`config.mk`:
```
export PLATFORM = sky130hd
export DESIGN_NAME = cache_link_master_flat
export DESIGN_NICKNAME = d
export VERILOG_FILES = /design/src/rtl/cache_link_master_if.sv /design/src/rtl/cache_link_master.sv /design/src/flat_wrapper.sv
export SDC_FILE = /design/constraint.sdc
export NUM_CORES = 1
export LEC_CHECK = 0
export CORE_MARGIN = 4
export CORE_UTILIZATION = 41
export DETAILED_ROUTE_END_ITERATION = 10
export HOLD_SLACK_MARGIN = 0.1
export PLACE_DENSITY = 0.76
export REMOVE_ABC_BUFFERS = 1
export SLEW_MARGIN = 20
export SYNTH_ARGS = -nofsm -noshare
export SYNTH_HDL_FRONTEND = slang
export SYNTH_SLANG_ARGS = --single-unit
```
`constraint.sdc`:
```
create_clock -name clk -period 1.9 [get_ports clk]
set_input_delay 0.38 -clock clk [delete_from_list [all_inputs] [get_ports clk]]
set_output_delay 0.38 -clock clk [all_outputs]
set_load 0.05 [all_outputs]
```
`src/rtl/cache_link_master_if.sv`:
```
// Bundle of every cache_link_master signal except clk/rst_n.
//   master : the host-side initiator (cache_link_master itself)
//   slave  : whatever drives it -- local command/data logic plus the
//            daughter-card end of the E-port link
// Local side : link_ready, cmd_valid, cmd_rd, cmd_ready, abort,
//              wr_data_req, wr_data, rd_data, rd_data_valid, done, words, busy
// Link side  : rw_cmd (active-low strobe), rd_bstop, conn_out, conn_in
interface cache_link_master_if;
  logic        link_ready;
  logic        cmd_valid;
  logic        cmd_rd;
  logic        cmd_ready;
  logic        abort;
  logic        wr_data_req;
  logic [15:0] wr_data;
  logic [15:0] rd_data;
  logic        rd_data_valid;
  logic        done;
  logic [9:0]  words;
  logic        busy;
  logic        rw_cmd;
  logic        rd_bstop;
  logic [15:0] conn_out;
  logic [15:0] conn_in;

  modport master (
    input  link_ready, cmd_valid, cmd_rd, abort, wr_data, conn_in,
    output cmd_ready, wr_data_req, rd_data, rd_data_valid, done, words, busy,
           rw_cmd, rd_bstop, conn_out
  );

  modport slave (
    output link_ready, cmd_valid, cmd_rd, abort, wr_data, conn_in,
    input  cmd_ready, wr_data_req, rd_data, rd_data_valid, done, words, busy,
           rw_cmd, rd_bstop, conn_out
  );
endinterface

```
`src/rtl/cache_link_master.sv`:
```
// Host-side initiator for the V1495 E-port link to the daughter-card SDRAM
// cache. Accepts one burst command at a time, strobes rw_cmd low for one
// cycle (T0) with the direction on conn_out[15], then either streams BURST
// words from an FWFT source onto conn_out or captures BURST words from
// conn_in at a fixed latency. A guard interval follows every burst so the
// daughter card can clear its counters/FIFOs before the next command.
// Ports:
//   clk    system clock (shared with the daughter card)
//   rst_n  asynchronous active-low reset
//   bus    cache_link_master_if.master -- local command/data side and link side
module cache_link_master #(
  parameter int unsigned BURST   = 256,
  parameter int unsigned WR_LEAD = 3,
  parameter int unsigned RD_LAT  = 21,
  parameter int unsigned GUARD   = 24
) (
  input logic                 clk,
  input logic                 rst_n,
  cache_link_master_if.master bus
);

  localparam logic [2:0] S_IDLE    = 3'd0;
  localparam logic [2:0] S_CMD     = 3'd1;
  localparam logic [2:0] S_WR_DATA = 3'd2;
  localparam logic [2:0] S_RD_DATA = 3'd3;
  localparam logic [2:0] S_GUARD   = 3'd4;

  // cnt is 0 in the first cycle of each state; the data states start at T0+1.
  localparam logic [9:0] WR_FIRST  = 10'(WR_LEAD - 2);          // first pop
  localparam logic [9:0] WR_LAST   = 10'(WR_LEAD + BURST - 3);  // last pop
  localparam logic [9:0] WR_END    = 10'(WR_LEAD + BURST - 2);  // last word on conn_out
  localparam logic [9:0] RD_FIRST  = 10'(RD_LAT - 1);           // first conn_in sample
  localparam logic [9:0] RD_END    = 10'(RD_LAT + BURST - 2);   // last conn_in sample
  localparam logic [9:0] GUARD_END = 10'(GUARD - 1);

  logic [2:0]  state_q, state_d;
  logic [9:0]  cnt_q, cnt_d;
  logic [9:0]  words_q, words_d;
  logic        cmd_rd_q, cmd_rd_d;
  logic        rw_cmd_q, rw_cmd_d;
  logic        rd_bstop_q, rd_bstop_d;
  logic        rd_data_valid_q, rd_data_valid_d;
  logic [15:0] conn_out_q, conn_out_d;
  logic [15:0] rd_data_q, rd_data_d;
  logic        accept, wr_req, rd_sample;

  always_comb begin
    accept    = (state_q == S_IDLE) && bus.link_ready && bus.cmd_valid;
    wr_req    = (state_q == S_WR_DATA) && (cnt_q >= WR_FIRST) && (cnt_q <= WR_LAST);
    rd_sample = (state_q == S_RD_DATA) && (cnt_q >= RD_FIRST);

    state_d         = state_q;
    cmd_rd_d        = cmd_rd_q;
    words_d         = words_q;
    rw_cmd_d        = 1'b1;
    rd_bstop_d      = 1'b0;
    rd_data_d       = rd_data_q;
    rd_data_valid_d = 1'b0;
    conn_out_d      = '0;

    case (state_q)
      S_IDLE: begin
        if (accept) begin
          state_d    = S_CMD;
          cmd_rd_d   = bus.cmd_rd;
          words_d    = '0;
          rw_cmd_d   = 1'b0;
          conn_out_d = {bus.cmd_rd, 15'b0};
        end
      end
      S_CMD: begin
        state_d = cmd_rd_q ? S_RD_DATA : S_WR_DATA;
      end
      S_WR_DATA: begin
        // The popped word is registered straight onto the link next cycle.
        if (wr_req) begin
          conn_out_d = bus.wr_data;
          words_d    = words_q + 10'd1;
        end
        if (cnt_q == WR_END) state_d = S_GUARD;
      end
      S_RD_DATA: begin
        // A sample in the abort cycle is still kept; nothing after it is.
        if (rd_sample) begin
          rd_data_d       = bus.conn_in;
          rd_data_valid_d = 1'b1;
          words_d         = words_q + 10'd1;
        end
        if (bus.abort) begin
          rd_bstop_d = 1'b1;
          state_d    = S_GUARD;
        end else if (cnt_q == RD_END) begin
          state_d = S_GUARD;
        end
      end
      S_GUARD: begin
        if (cnt_q == GUARD_END) state_d = S_IDLE;
      end
      default: state_d = S_IDLE;
    endcase

    cnt_d = ((state_d != state_q) || (state_q == S_IDLE)) ? '0 : cnt_q + 10'd1;
  end

  always_ff @(posedge clk or negedge rst_n) begin
    if (!rst_n) begin
      state_q         <= S_IDLE;
      cnt_q           <= '0;
      words_q         <= '0;
      cmd_rd_q        <= 1'b0;
      rw_cmd_q        <= 1'b1;
      rd_bstop_q      <= 1'b0;
      rd_data_valid_q <= 1'b0;
      conn_out_q      <= '0;
      rd_data_q       <= '0;
    end else begin
      state_q         <= state_d;
      cnt_q           <= cnt_d;
      words_q         <= words_d;
      cmd_rd_q        <= cmd_rd_d;
      rw_cmd_q        <= rw_cmd_d;
      rd_bstop_q      <= rd_bstop_d;
      rd_data_valid_q <= rd_data_valid_d;
      conn_out_q      <= conn_out_d;
      rd_data_q       <= rd_data_d;
    end
  end

  // rst_n gating keeps cmd_ready low throughout reset even with link_ready up.
  assign bus.cmd_ready     = rst_n && (state_q == S_IDLE) && bus.link_ready;
  assign bus.wr_data_req   = wr_req;
  assign bus.done          = (state_q == S_GUARD) && (cnt_q == GUARD_END);
  assign bus.busy          = (state_q != S_IDLE);
  assign bus.words         = words_q;
  assign bus.rw_cmd        = rw_cmd_q;
  assign bus.rd_bstop      = rd_bstop_q;
  assign bus.conn_out      = conn_out_q;
  assign bus.rd_data       = rd_data_q;
  assign bus.rd_data_valid = rd_data_valid_q;

endmodule
```
`src/flat_wrapper.sv`:
```
// flat-port wrapper written by rule: the top's interface ports become plain ports
module cache_link_master_flat 
#(
  parameter int unsigned BURST   = 256,
  parameter int unsigned WR_LEAD = 3,
  parameter int unsigned RD_LAT  = 21,
  parameter int unsigned GUARD   = 24
)
  (clk, rst_n, bus_link_ready, bus_cmd_valid, bus_cmd_rd, bus_abort, bus_wr_data, bus_conn_in, bus_cmd_ready, bus_wr_data_req, bus_rd_data, bus_rd_data_valid, bus_done, bus_words, bus_busy, bus_rw_cmd, bus_rd_bstop, bus_conn_out);
  cache_link_master_if bus_i ();
  input logic clk;
  input logic rst_n;
  input wire logic [$bits(bus_i.link_ready)-1:0] bus_link_ready;
  input wire logic [$bits(bus_i.cmd_valid)-1:0] bus_cmd_valid;
  input wire logic [$bits(bus_i.cmd_rd)-1:0] bus_cmd_rd;
  input wire logic [$bits(bus_i.abort)-1:0] bus_abort;
  input wire logic [$bits(bus_i.wr_data)-1:0] bus_wr_data;
  input wire logic [$bits(bus_i.conn_in)-1:0] bus_conn_in;
  output wire logic [$bits(bus_i.cmd_ready)-1:0] bus_cmd_ready;
  output wire logic [$bits(bus_i.wr_data_req)-1:0] bus_wr_data_req;
  output wire logic [$bits(bus_i.rd_data)-1:0] bus_rd_data;
  output wire logic [$bits(bus_i.rd_data_valid)-1:0] bus_rd_data_valid;
  output wire logic [$bits(bus_i.done)-1:0] bus_done;
  output wire logic [$bits(bus_i.words)-1:0] bus_words;
  output wire logic [$bits(bus_i.busy)-1:0] bus_busy;
  output wire logic [$bits(bus_i.rw_cmd)-1:0] bus_rw_cmd;
  output wire logic [$bits(bus_i.rd_bstop)-1:0] bus_rd_bstop;
  output wire logic [$bits(bus_i.conn_out)-1:0] bus_conn_out;
  assign bus_i.link_ready = bus_link_ready;
  assign bus_i.cmd_valid = bus_cmd_valid;
  assign bus_i.cmd_rd = bus_cmd_rd;
  assign bus_i.abort = bus_abort;
  assign bus_i.wr_data = bus_wr_data;
  assign bus_i.conn_in = bus_conn_in;
  assign bus_cmd_ready = bus_i.cmd_ready;
  assign bus_wr_data_req = bus_i.wr_data_req;
  assign bus_rd_data = bus_i.rd_data;
  assign bus_rd_data_valid = bus_i.rd_data_valid;
  assign bus_done = bus_i.done;
  assign bus_words = bus_i.words;
  assign bus_busy = bus_i.busy;
  assign bus_rw_cmd = bus_i.rw_cmd;
  assign bus_rd_bstop = bus_i.rd_bstop;
  assign bus_conn_out = bus_i.conn_out;
  cache_link_master #(.BURST(BURST), .WR_LEAD(WR_LEAD), .RD_LAT(RD_LAT), .GUARD(GUARD)) u_core (.clk(clk), .rst_n(rst_n), .bus(bus_i));
endmodule
```
== Word-level counts from Yosys, hierarchy flattened ==
Index checks and enable logic that the tools add are counted.

* Bits in registers: 59
* Input port bits: 38
* Output and inout bits: 49
* Word-level logic and storage cells: 61

* $add $sub $neg: 2
* Magnitude comparators: 3
* Equality and inequality tests: 11
* Muxes and demuxes: 21
* Reductions and logical operators: 15

{| class="wikitable"
|+ Operators by type and width
! operator !! number
|-
| $mux 10 || 4
|-
| $mux 16 || 2
|-
| $pmux 16 s2 || 1
|-
| $pmux 10 s3 || 1
|-
| $add 10x1->10 const B || 2
|-
| $eq 10x9->1 const B || 2
|-
| $mux 3 || 5
|-
| $pmux 3 s5 || 1
|-
| $eq 10x5->1 const B || 1
|-
| $ge 10x1->1 const B || 1
|-
| $ge 10x5->1 const B || 1
|-
| $le 10x9->1 const B || 1
|-
| $logic_and 1x1->1 || 8
|-
| $mux 1 || 7
|-
| $eq 3x2->1 const B || 2
|-
| $reduce_bool 3->1 || 2
|-
| $ne 2x1->1 const B || 2
|-
| $reduce_and 2->1 || 2
|-
| $reduce_and 4->1 || 1
|-
| $eq 3x1->1 const B || 1
|-
| $eq 3x3->1 const B || 1
|-
| $logic_not 3->1 || 1
|-
| $ne 3x3->1 || 1
|-
| $ne 2x2->1 const B || 1
|-
| $logic_or 1x1->1 || 1
|}

== Longest topological paths before layout ==
Gate-level depths: netlist (run 1).

* Depth after elaboration: 8
* Depth in mapped cells: 8
* Depth with buffers taken out: 7

== Worst setup path before layout (run 1) ==
No wires, ideal clock.

* Kind: register to output
* Start: register u_core.cnt_q[0]
* End: output port bus_wr_data_req
* Arrival: 2,079 ps
* Data required time: 1,520 ps
* Slack: -559 ps
* Cell stages (with the launch flop): 8
* Path buffers: 1
* Cells stage by stage: dfrtp_1 -> inv_1 -> ha_1 -> nor4b_1 -> a311oi_1 -> nor2_1 -> nor2_1 -> clkbuf_1

* Cells in the longest elaborated chain, start to end: 3
* Elaborated cells on any way between the ends: 4
* Those cells by class: 2 x order compare; 2 x reduce/logical

{| class="wikitable"
|+ Ends and longest elaborated chain
! item !! line !! text
|-
| start: declaration || cache_link_master.sv:37 || <nowiki>logic [9:0] cnt_q, cnt_d;</nowiki>
|-
| start signal: assignment || cache_link_master.sv:118 || <nowiki>cnt_q <= cnt_d;</nowiki>
|-
| $ge 10x1->1 || cache_link_master.sv:49 || <nowiki>wr_req = (state_q == S_WR_DATA) && (cnt_q >= WR_FIRST) && (cnt_q <= WR_LAST);</nowiki>
|-
| $logic_and 1x1->1 || cache_link_master.sv:49 ||
|-
| $logic_and 1x1->1 * || cache_link_master.sv:49 ||
|-
| end: declaration || flat_wrapper.sv:20 || <nowiki>output wire logic [$bits(bus_i.wr_data_req)-1:0] bus_wr_data_req;</nowiki>
|}

Mark *: on every way between the ends. The rest lies on a longest branch, timed or not.

== Worst setup path in the final report (run 1) ==
* Start: register u_core.cnt_q[0]
* End: output port bus_done

* Cells in the longest elaborated chain, start to end: 2

{| class="wikitable"
|+ Ends and longest elaborated chain
! item !! line !! text
|-
| $eq 10x5->1 || cache_link_master.sv:132 || <nowiki>assign bus.done = (state_q == S_GUARD) && (cnt_q == GUARD_END);</nowiki>
|-
| $logic_and 1x1->1 || cache_link_master.sv:132 ||
|-
| end: declaration || flat_wrapper.sv:23 || <nowiki>output wire logic [$bits(bus_i.done)-1:0] bus_done;</nowiki>
|}

No other way between the ends.

==> impl_results.md, run 1 <==
- Status: finished with violations
- Failing checks: setup timing
- Cell variety after synth: 42
- Routed vias/inst: 5.09
- Max_cap viols: 0
- Buffers on Ports: 86
- Dominant cell type by area after synthesis: dfrtp_1
- Number of routed nets with antenna violations: 0
- Vias: 2271
- Clk slew on worst S/H paths: around 0.07 ns
- CP max FO: 4
- Fraction of layout cells with a size suffix above 1: 35.0%
- CP Cell Sequence: buf_4 > buf_6 > ha_4 > nand2_2 > nor3_4 > and4_4 > buf_12
- CP required: 1.52 ns
- Initial antenna violation count: 0
- Critical Path Max Stage Delay: 0.40 ns
- Largest cells by area after synthesis: dfrtp_1, mux2_2, and2_1, nor2_1, nand3_1
- Layout Nets: 410
- Diode count: 0
- Netlist Area Pre-Place: 2620 um2
- PwrDens: 1240 nW/um2
- # IOs: 87
- Die area: 7740 um2
- Worst Path Arrival: 1.77 ns
- Final-report max-slew violation count: 0
- Hold_ws: 0.234 ns
- Fmax achieved: around 0.46 GHz
- Fin crit period: roughly 2.2 ns
- Area added between synthesis and finish: 63.0%
- Die height: 88.0 um
- # fillers: 437
- Final GP Congestion: 0.856
- Worst-Skew Late Latency: 0.33 ns
- Final Hold Fails: 0
- Htree depth: 3
- Crit Path Class: register to output port
- Commonest non-fill, non-tap cell in the layout: dfrtp_1
- Setup WS pre-CTS: -0.357 ns
- First-pass GRT wire length: between 10000 and 15000 um
- Unrepaired setup endpoints after global routing: true
- Crit end category: output port
- CTS Buf Count: 9
- Slowest library cell on the worst path: dfrtp_1
- Worst setup margin: -0.255 ns
- Vias in the first global route: 2355
- Worst slew pin tran: 0.763 ns
- GR Overflow Total: 0
- Initial DRC Count: 60
- Final worst-path cycle share: 113%
- Async S/R FF share, synth: 100%
- Leakage power: 2.02 nW
- CTS root buf: clkbuf_8
- Syn Inst Count: 236
- Pin count of the biggest net entering global routing: 60
- Synth Register Bits: 59
- Max VDD drop: slightly above 0.9 mV
- Mean post-synth cell area: between 10 and 15 um2
- CTS Hold Bufs: 0
- CTS tree: done
- # rows: 28
- GRT Total Usage: ~18%
- Worst Skew: 0.00880 ns
- Number of enable flip-flop cells after synthesis: 0
- Post-DP HPWL: 4670 um
- Post-synth top area share: a little under three fifths
- Synthesis Warnings: 0
- DIE WIDTH: 88.0 um
- Final WL: between 7000 and 8000 um
- Initial Util: 43.3%
- Dominant synthesized flop cell: dfrtp_1
- Drt first pass iters: 4
- Sink Count: 59
- Sequential element share of the synthesized area: 56.3%
- Worst-case clock buffer depth: 2
- Final setup violation count: 22
- Setup crit start kind: register
- Worst Hold Class: primary input to async pin
- DRC viols: 0
- Most frequent cells in the layout: dfrtp_1, buf_4, clkdlybuf4s50_1
- Slew Limit Headroom: about half
- Post-DR wirelength/cell: 16.0 um
- Core ar.: 6060 um2
## path summary, 6_finish.rpt
check,end,slack (ns),from,cells after the start
min reg2reg,u_core.bus.rd_data[1],0.51,u_core.bus.rd_data[1],1
min,u_core.bus.words[4],0.23,rst_n,2
max reg2reg,u_core.bus.words[5],-0.14,u_core.cnt_q[0],9
max,bus_done,-0.25,u_core.cnt_q[0],7
min in group clk,u_core.bus.rd_data[1],0.51,u_core.bus.rd_data[1],1
max in group asynchronous,u_core.bus.rd_data[1],1.14,rst_n,2
## logic make-up (layout without fill, tap and decap cells)
group / Yosys count / in the layout / share of synthesized area (%)
compound gates: 34 / 34 / 8.44
xor+xnor: 8 / 8 / 2.67
fa+ha+maj: 5 / 5 / 2.38
buf+inv: 17 / 152 / 3.00
flops: 59 / 59 / 56.3
mux: 17 / 17 / 7.25
simple gates: 96 / 96 / 19.9
## area by class of cell
| class | count | area (um2) | share of cell area (%) |
|---|---|---|---|
| multi-input cells | 160 | 1230 | 28.9 |
| repair buffers | 129 | 1240 | 29.0 |
| clock inverters | 4 | 50.0 | 1.17 |
| well taps | 75 | 93.8 | 2.19 |
| inverters | 8 | 30.0 | 0.702 |
| clock buffers | 11 | 151 | 3.54 |
| flip-flops and latches | 59 | 1480 | 34.5 |
## sequential cells by signal, indices dropped and copies added (netlist names)
name,cells
u_core.bus.conn_out,16
u_core.cmd_rd_q,1
u_core.bus.rd_data_valid,1
u_core.cnt_q,10
u_core.bus.rw_cmd,1
u_core.bus.rd_data,16
u_core.state_q,3
u_core.bus.words,10
u_core.bus.rd_bstop,1
## timing repair
action | CTS | global route
pin swaps | 23 | 5
setup buffers | 11 | 3
endpoints found under the setup margin | 39 | 46
gates cloned | 1 | 1
hold endpoints to repair | 0 | 0
resized for setup | 33 | 24
## stage by stage
step | power [mW] | setup TNS (ns) | std cells | instance area, um2 | utilization (%)
2_1_floorplan | 2.85 | -11.46 | 227 | 2570 | -
5_1_grt | 5.58 | -3.93 | 446 | 4280 | 70.6
3_5_place_dp | 3.76 | -5.00 | 417 | 3740 | 61.7
4_1_cts | 5.22 | -1.06 | 442 | 4150 | 68.5
3_3_place_gp | 3.72 | -3.30 | 417 | 3740 | 61.7
6_report | 5.30 | -1.75 | 446 | 4280 | 70.6
## synth_stat cells, drive strengths merged, types with 2 or more instances
library cell and number:
a21o 2, a21oi 9, a31o 2, a31oi 4, and2 16, and3 5, buf 6, clkbuf 3
dfrtp 58, ha 5, inv 8, mux2 16, nand2 17, nand2b 3, nand3 13, nor2 23
nor2b 2, nor3 5, nor4b 2, o21ai 6, o31ai 6, or4 5, xnor2 5, xor2 3
## where the power goes
group	total (mW)	internal [mW]	switching, mW
clock network	1.17	0.668	0.504
logic	2.52	1.03	1.49
registers	1.61	1.46	0.147
total	5.30	3.16	2.14
## per-layer routing
layer | global-route usage, % | share of wire (%)
met1 | 21.6 | 41
met2 | 31.2 | 51
met3 | 5.74 | 6.9
met4 | 8.09 | 1.7
met5 | 0 | 0
## worst max-delay path: cells and delay by family, from the launching register on
kind / cells / cell delay, ns
flops: 1 / 0.40
simple gates: 3 / 0.54
fa+ha+maj: 1 / 0.15
buf+inv: 3 / 0.35
Power figures use the tool's default switching activity.
==> inputs of run 2 (changes only) <==
- PLACE_DENSITY: 0.76 -> 0.84
==> run 2 against run 1 <==
The flow still finishes with violations (setup timing). Global-route usage grew 1.6 points. Sequential power is essentially flat. Utilization grew 4.3 points. Via count grew 8.7%. Setup slack lost 0.15 ns. Cell count grew 2.5%. Die area is the same. Sequential cell count is the same. Clock-buffer cell count shrank 2. Worst hold slack gained 0.010 ns. Non-clock buffer count grew 8. Clock skew grew 0.0011 ns. Critical endpoint is now bus_wr_data_req. Largest power group unchanged.
==> impl_results.md, run 2 (synthesis gave the netlist of run 1 again) <==
- Slowest library cell on the worst path: dfrtp_1
- Sink Count: 59 (unchanged)
- Final Hold Fails: 0 (unchanged)
- Worst-case clock buffer depth: 2 (unchanged)
- Fraction of layout cells with a size suffix above 1: 40.8% (+5.8 points)
- CP max FO: 4 (unchanged)
- Unrepaired setup endpoints after global routing: true
- Layout Nets: 420 (+2.4%)
- Finished Cell Area: 4540 um2 (+6.1%)
- Final WL: 8340 um (+17%)
- Setup crit start kind: register
- Worst Path Arrival: 1.93 ns (+0.16 ns)
- Buffers on Ports: 86 (unchanged)
- Fin crit period: 2.31 ns (+0.150 ns)
- Routed vias/inst: 5.40 (+6.1%)
- GR Overflow Total: 0 (unchanged)
- Clk slew on worst S/H paths: 0.07 ns (about the same)
- Final-report max-slew violation count: 0 (unchanged)
- Max_cap viols: 0 (unchanged)
- Pin count of the biggest net entering global routing: 60 (unchanged)
- Final GP Congestion: 0.840 (-1.9%)
- Crit end category: output port
- CTS root buf: clkbuf_8
- Initial DRC Count: 133 (+120%)
- Commonest non-fill, non-tap cell in the layout: dfrtp_1
- First-pass GRT wire length: 11800 um (+7.5%)
- Setup WS pre-CTS: -0.327 ns (+0.0294 ns)
- # IOs: 87 (unchanged)
- Core ar.: 6060 um2 (unchanged)
- Failing checks: setup timing
- Max VDD drop: 0.908 mV (-0.27%)
- GRT Total Usage: 20.0% (+1.6 points)
- Vias: 2468 (+8.7%)
- # rows: 28 (unchanged)
- Worst-Skew Late Latency: 0.34 ns (about the same)
- Slew Limit Headroom: 49.4% (+0.25 points)
- Hold_ws: 0.244 ns (+0.0103 ns)
- Worst path bufs/invs: 3 (unchanged)
- Crit Path Class: register to output port
- Drt first pass iters: 5 (+1)
- Area after DPL: 3770 um2 (+0.74%)
- Fmax achieved: 0.434 GHz (-6.5%)
- Worst setup margin: -0.405 ns (-0.150 ns)
- DRC viols: 0 (unchanged)
- Area added between synthesis and finish: 73.1%
- Worst Hold Class: primary input to async pin
- Die area: 7740 um2 (unchanged)
- FF-to-FF Start: u_core.cnt_q[0]
- Cells after DPL: 420 (+0.72%)
- CTS Hold Bufs: 0 (unchanged)
- Worst slew pin tran: 0.760 ns (-0.00371 ns)
- Die height: 88.0 um (unchanged)
- Diode count: 0 (unchanged)
- CP Cell Sequence: inv_1 > ha_2 > nor4b_4 > a311oi_2 > nor2_1 > nor2_1 > buf_4 > buf_12
- Final worst-path cycle share: 121% (+7.9 points)
- Worst path most repeated cell: nor2_1
- Final cell count without fillers: 457 (+2.5%)
- Vias in the first global route: 2398 (+1.8%)
- Leakage power: 2.26 nW (+12%)
- Number of routed nets with antenna violations: 0 (unchanged)
- Final setup violation count: 39 (+77%)
- DIE WIDTH: 88.0 um (unchanged)
- Htree depth: 3 (unchanged)
- Status: finished with violations
- CP top delay family: flip-flops
- Critical Path Max Stage Delay: 0.38 ns (-0.02 ns)
- PwrDens: 1290 nW/um2 (+4.1%)
- Storage element area: 1480 um2 (+0.17%)
- Post-DR wirelength/cell: 18.2 um (+14%)
- Most frequent cells in the layout: dfrtp_1, buf_4, clkdlybuf4s50_1
- # fillers: 386 (-12%)
- CP required: 1.52 ns (about the same)
- Post-DP HPWL: 4840 um (+3.6%)
- Initial Util: 43.3% (unchanged)
- CP Launch Point: u_core.cnt_q[0]
- CTS tree: done
- Multi-input logic area: 1390 um2 (+12%)
- Initial antenna violation count: 0 (unchanged)
- Final Power: 5.86 mW (+11%)
- CTS Buf Count: 9 (unchanged)
- Worst Skew: 0.00990 ns (+0.00110 ns)
run 2: worst paths after layout:
| path | endpoint | cells after the start | slack (ns) |
|---|---|---|---|
| worst min register to register | u_core.bus.rd_data[11] | 1 | 0.51 |
| worst min-delay path | u_core.bus.words[3] | 2 | 0.24 |
| min in group clk | u_core.bus.rd_data[11] | 1 | 0.51 |
| worst max register to register | u_core.bus.words[5] | 9 | -0.34 |
| worst max-delay path | bus_wr_data_req | 8 | -0.41 |
| max in group asynchronous | u_core.cnt_q[5] | 2 | 1.11 |
run 2: what timing repair did:
item,4_1_cts,5_1_grt
buffers inserted,11,10
pin swaps,18,19
cloned,2,0
endpoints found under the hold margin,0,0
resized for setup,25,79
endpoints found under the setup margin,38,71
run 2: worst register-to-register path, cell delays in order, from the launching register on:
cell and delay, ns:
dfrtp_1 0.38, inv_1 0.08, ha_2 0.17, nor4b_4 0.14, a311oi_2 0.34, buf_4 0.22
buf_12 0.11, nor3_4 0.04, or4_4 0.51, a21oi_2 0.17
run 2: layout make-up:
type | instances | share of cell area (%)
Timing Repair Buffer | 137 | 29.4
Clock inverter | 7 | 2.04
Inverter | 8 | 0.661
Tap cell | 75 | 2.07
Sequential cell | 59 | 32.6
Clock buffer | 9 | 2.73
Multi-Input combinational cell | 162 | 30.5
run 2: power breakdown:
part,internal [mW],switching [mW]
Combinational,1.30,1.70
Sequential,1.46,0.150
Clock,0.735,0.519
Total,3.49,2.37
run 2: per-stage QoR:
step                      utilization (%)  TNS (ns)
after detailed placement             62.2     -3.50
final                                74.9     -4.51
after global routing                 74.9     -8.89
after global placement               62.2     -2.19
after CTS                            69.3     -2.71
after floorplan                         -    -11.46
run 2: routing by layer:
layer	wire length (um)	GRT usage, %
met5	0	0
met3	606	5.93
met4	268	6.56
met2	4260	35.2
met1	3210	23.4
==> inputs of run 3 (changes only) <==
- CORE_MARGIN: 4 -> unset
- SKIP_LAST_GASP: unset -> 1
==> run 3 against run 2 <==
Sequential cell count unchanged. Die area down 13%. Combinational power down 19%. Sequential power about the same. Clock skew up 0.0014 ns. Clock power down 21%. Critical path type unchanged. Non-clock buffer count down 12. Cell count down 3.1%. Sequential share of layout area up 3.1 points. Worst hold slack worse by 0.011 ns. The flow still finishes with violations (setup timing). Largest power group unchanged. Maximum frequency up 4.0%.
==> impl_results.md, run 3 (synthesis gave the netlist of run 1 again) <==
- Crit Path Class: register to output port
- CTS Buf Count: 9 (unchanged)
- Number of routed nets with antenna violations: 0 (unchanged)
- Worst Skew: 0.0113 ns (+0.00142 ns)
- CP top delay family: simple AND/OR/NAND/NOR gates
- Max VDD drop: 0.692 mV (-24%)
- Depth of the worst register-to-register path: 8 (-1)
- Initial antenna violation count: 0 (unchanged)
- Drt first pass iters: 4 (-1)
- CTS tree: done
- Slowest library cell on the worst path: dfrtp_1
- Layout Nets: 406 (-3.3%)
- Unrepaired setup endpoints after global routing: true
- Final GP Congestion: 0.836 (-0.57%)
- Worst Hold Class: primary input to async pin
- Diode count: 0 (unchanged)
- Setup WS pre-CTS: -0.307 ns (+0.0197 ns)
- GRT Total Usage: 20.3% (+0.26 points)
- Clk slew on worst S/H paths: 0.07 ns (about the same)
- Worst Path Arrival: 1.84 ns (-0.09 ns)
- Cells after DPL: 418 (-0.48%)
- # rows: 28 (unchanged)
- Final Hold Fails: 0 (unchanged)
- Post-DR wirelength/cell: 14.5 um (-20%)
- Sequential Power Share: 32.1% (+4.6 points)
- DRC viols: 0 (unchanged)
- Fin crit period: 2.22 ns (-0.0884 ns)
- Final setup violation count: 12 (-69%)
- Status: finished with violations
- PwrDens: 1210 nW/um2 (-6.6%)
- Setup crit start kind: register
- Sink Count: 59 (unchanged)
- Post-DP HPWL: 4530 um (-6.5%)
- P_sw: 2.07 mW (-13%)
- Final-report max-slew violation count: 0 (unchanged)
- Final worst-path cycle share: 117% (-4.7 points)
- Die height: 82.0 um (-6.8%)
- Failing checks: setup timing
- Area after DPL: 3760 um2 (-0.27%)
- CTS root buf: clkbuf_8
- # IOs: 87 (unchanged)
- Fmax achieved: 0.451 GHz (+4.0%)
- Worst path bufs/invs: 3 (unchanged)
- Worst-Skew Late Latency: 0.34 ns (about the same)
- Fraction of layout cells with a size suffix above 1: 32.3% (-8.5 points)
- Buffers on Ports: 86 (unchanged)
- Vias: 2247 (-9.0%)
- First-pass GRT wire length: 10200 um (-14%)
- CP required: 1.52 ns (about the same)
- Worst-case clock buffer depth: 2 (unchanged)
- Initial DRC Count: 98 (-26%)
- Crit end category: output port
- Switching Share: 41.3% (+0.88 points)
- Combinational share of power: 48.3% (-2.8 points)
- Final WL: 6440 um (-23%)
- Final cell count without fillers: 443 (-3.1%)
- Clock Power Share: 19.6% (-1.8 points)
- Worst setup margin: -0.317 ns (+0.0884 ns)
- Slew Limit Headroom: 50.2% (+0.84 points)
- Final Power: 5.01 mW (-15%)
- CP Cell Sequence: inv_2 > ha_2 > nor4b_4 > a311oi_2 > nor2_1 > nor2_1 > buf_4 > buf_12
- Max_cap viols: 0 (unchanged)
- Pin count of the biggest net entering global routing: 60 (unchanged)
- Final setup TNS: -2.08 ns (+2.43 ns)
- Area added between synthesis and finish: 58.4%
- Post-Route Utilization: 68.6% (-6.4 points)
- Commonest non-fill, non-tap cell in the layout: dfrtp_1
- CP max FO: 3 (-1)
- R2r endpoint: u_core.bus.words[6]
- DIE WIDTH: 82.0 um (-6.8%)
- Reg2Reg Setup Slack: -0.24 ns (+0.10 ns)
- Htree depth: 3 (unchanged)
- Worst path most repeated cell: nor2_1
- Most frequent cells in the layout: dfrtp_1, buf_4, clkdlybuf4s50_1
- Core ar.: 6060 um2 (unchanged)
- Routed vias/inst: 5.07 (-6.1%)
- GR Overflow Total: 0 (unchanged)
- Critical Path Max Stage Delay: 0.36 ns (-0.02 ns)
- Hold_ws: 0.234 ns (-0.0106 ns)
- Initial Util: 43.3% (unchanged)
- Vias in the first global route: 2298 (-4.2%)
- Worst slew pin tran: 0.747 ns (-0.0126 ns)
- FF-to-FF Start: u_core.cnt_q[1]
- Die area: 6720 um2 (-13%)
- Finished Cell Area: 4160 um2 (-8.5%)
- Leakage power: 2.05 nW (-9.2%)
- Internal power: 2.94 mW (-16%)
==> run 3: cell count changes in the layout (fill, tap and decap cells not counted), moves of 5 or more <==
cell     previous run  this run
mux2_2              1        16
mux2_4             15         0
and2_1              9        16
and2_4              7         0
buf_6               9         2
buf_4              55        50
o21ai_0             0         5
==> run 3: area by class of cell <==
class,count,area (um2)
well taps,75,93.8
repair buffers,125,1210
clock inverters,6,42.5
multi-input cells,160,1170
fillers,474,1910
clock buffers,10,128
inverters,8,30.0
flip-flops and latches,59,1480
==> run 3: what timing repair did <==
item                       4_1_cts  5_1_grt
setup endpoints to repair       30       43
hold buffers                     0        0
buffers inserted                 6        3
gates resized for setup         21       27
pin swaps                        8        8
==> run 3: power groups by stage <==
stage / Sequential (mW) / Combinational (mW) / Clock (mW)
after floorplan: 2.16 / 0.688 / 0
after global placement: 1.61 / 2.15 / 0
after detailed placement: 1.62 / 2.19 / 0
after global routing: 1.64 / 2.57 / 1.06
final: 1.61 / 2.42 / 0.982
after CTS: 1.60 / 2.34 / 1.01
==> run 3: per-layer routing <==
layer	part of all wire, %	vias to the layer above	track usage [%]	wire, um
li1	-	1077	-	-
met1	40	1084	23.7	2570
met2	52	78	35.1	3360
met3	7.0	8	6.89	453
met4	0.82	0	5.96	53
met5	0	-	0	0
==> run 3: worst max path at each step <==
stage | start | to | slack [ns] | cells after the start
3_5_place_dp | bus_link_ready | u_core.bus.words[4] | -0.31 | 6
6_report | u_core.cnt_q[1] | bus_wr_data_req | -0.32 | 8
2_1_floorplan | u_core.cnt_q[0] | bus_wr_data_req | -0.70 | 6
3_3_place_gp | bus_link_ready | u_core.bus.words[7] | -0.27 | 6
5_1_grt | u_core.cnt_q[1] | bus_wr_data_req | -0.39 | 8
4_1_cts | u_core.cnt_q[1] | bus_wr_data_req | -0.30 | 8
==> run 3: worst reg2reg max path, cell delays in order, from the launching register on <==
cell and delay (ns):
dfrtp_1 0.36, inv_2 0.05, ha_2 0.20, nor4b_4 0.29, a311oi_2 0.15, buf_4 0.17, or3_2 0.53, a31oi_1 0.20
a31o_2 0.12
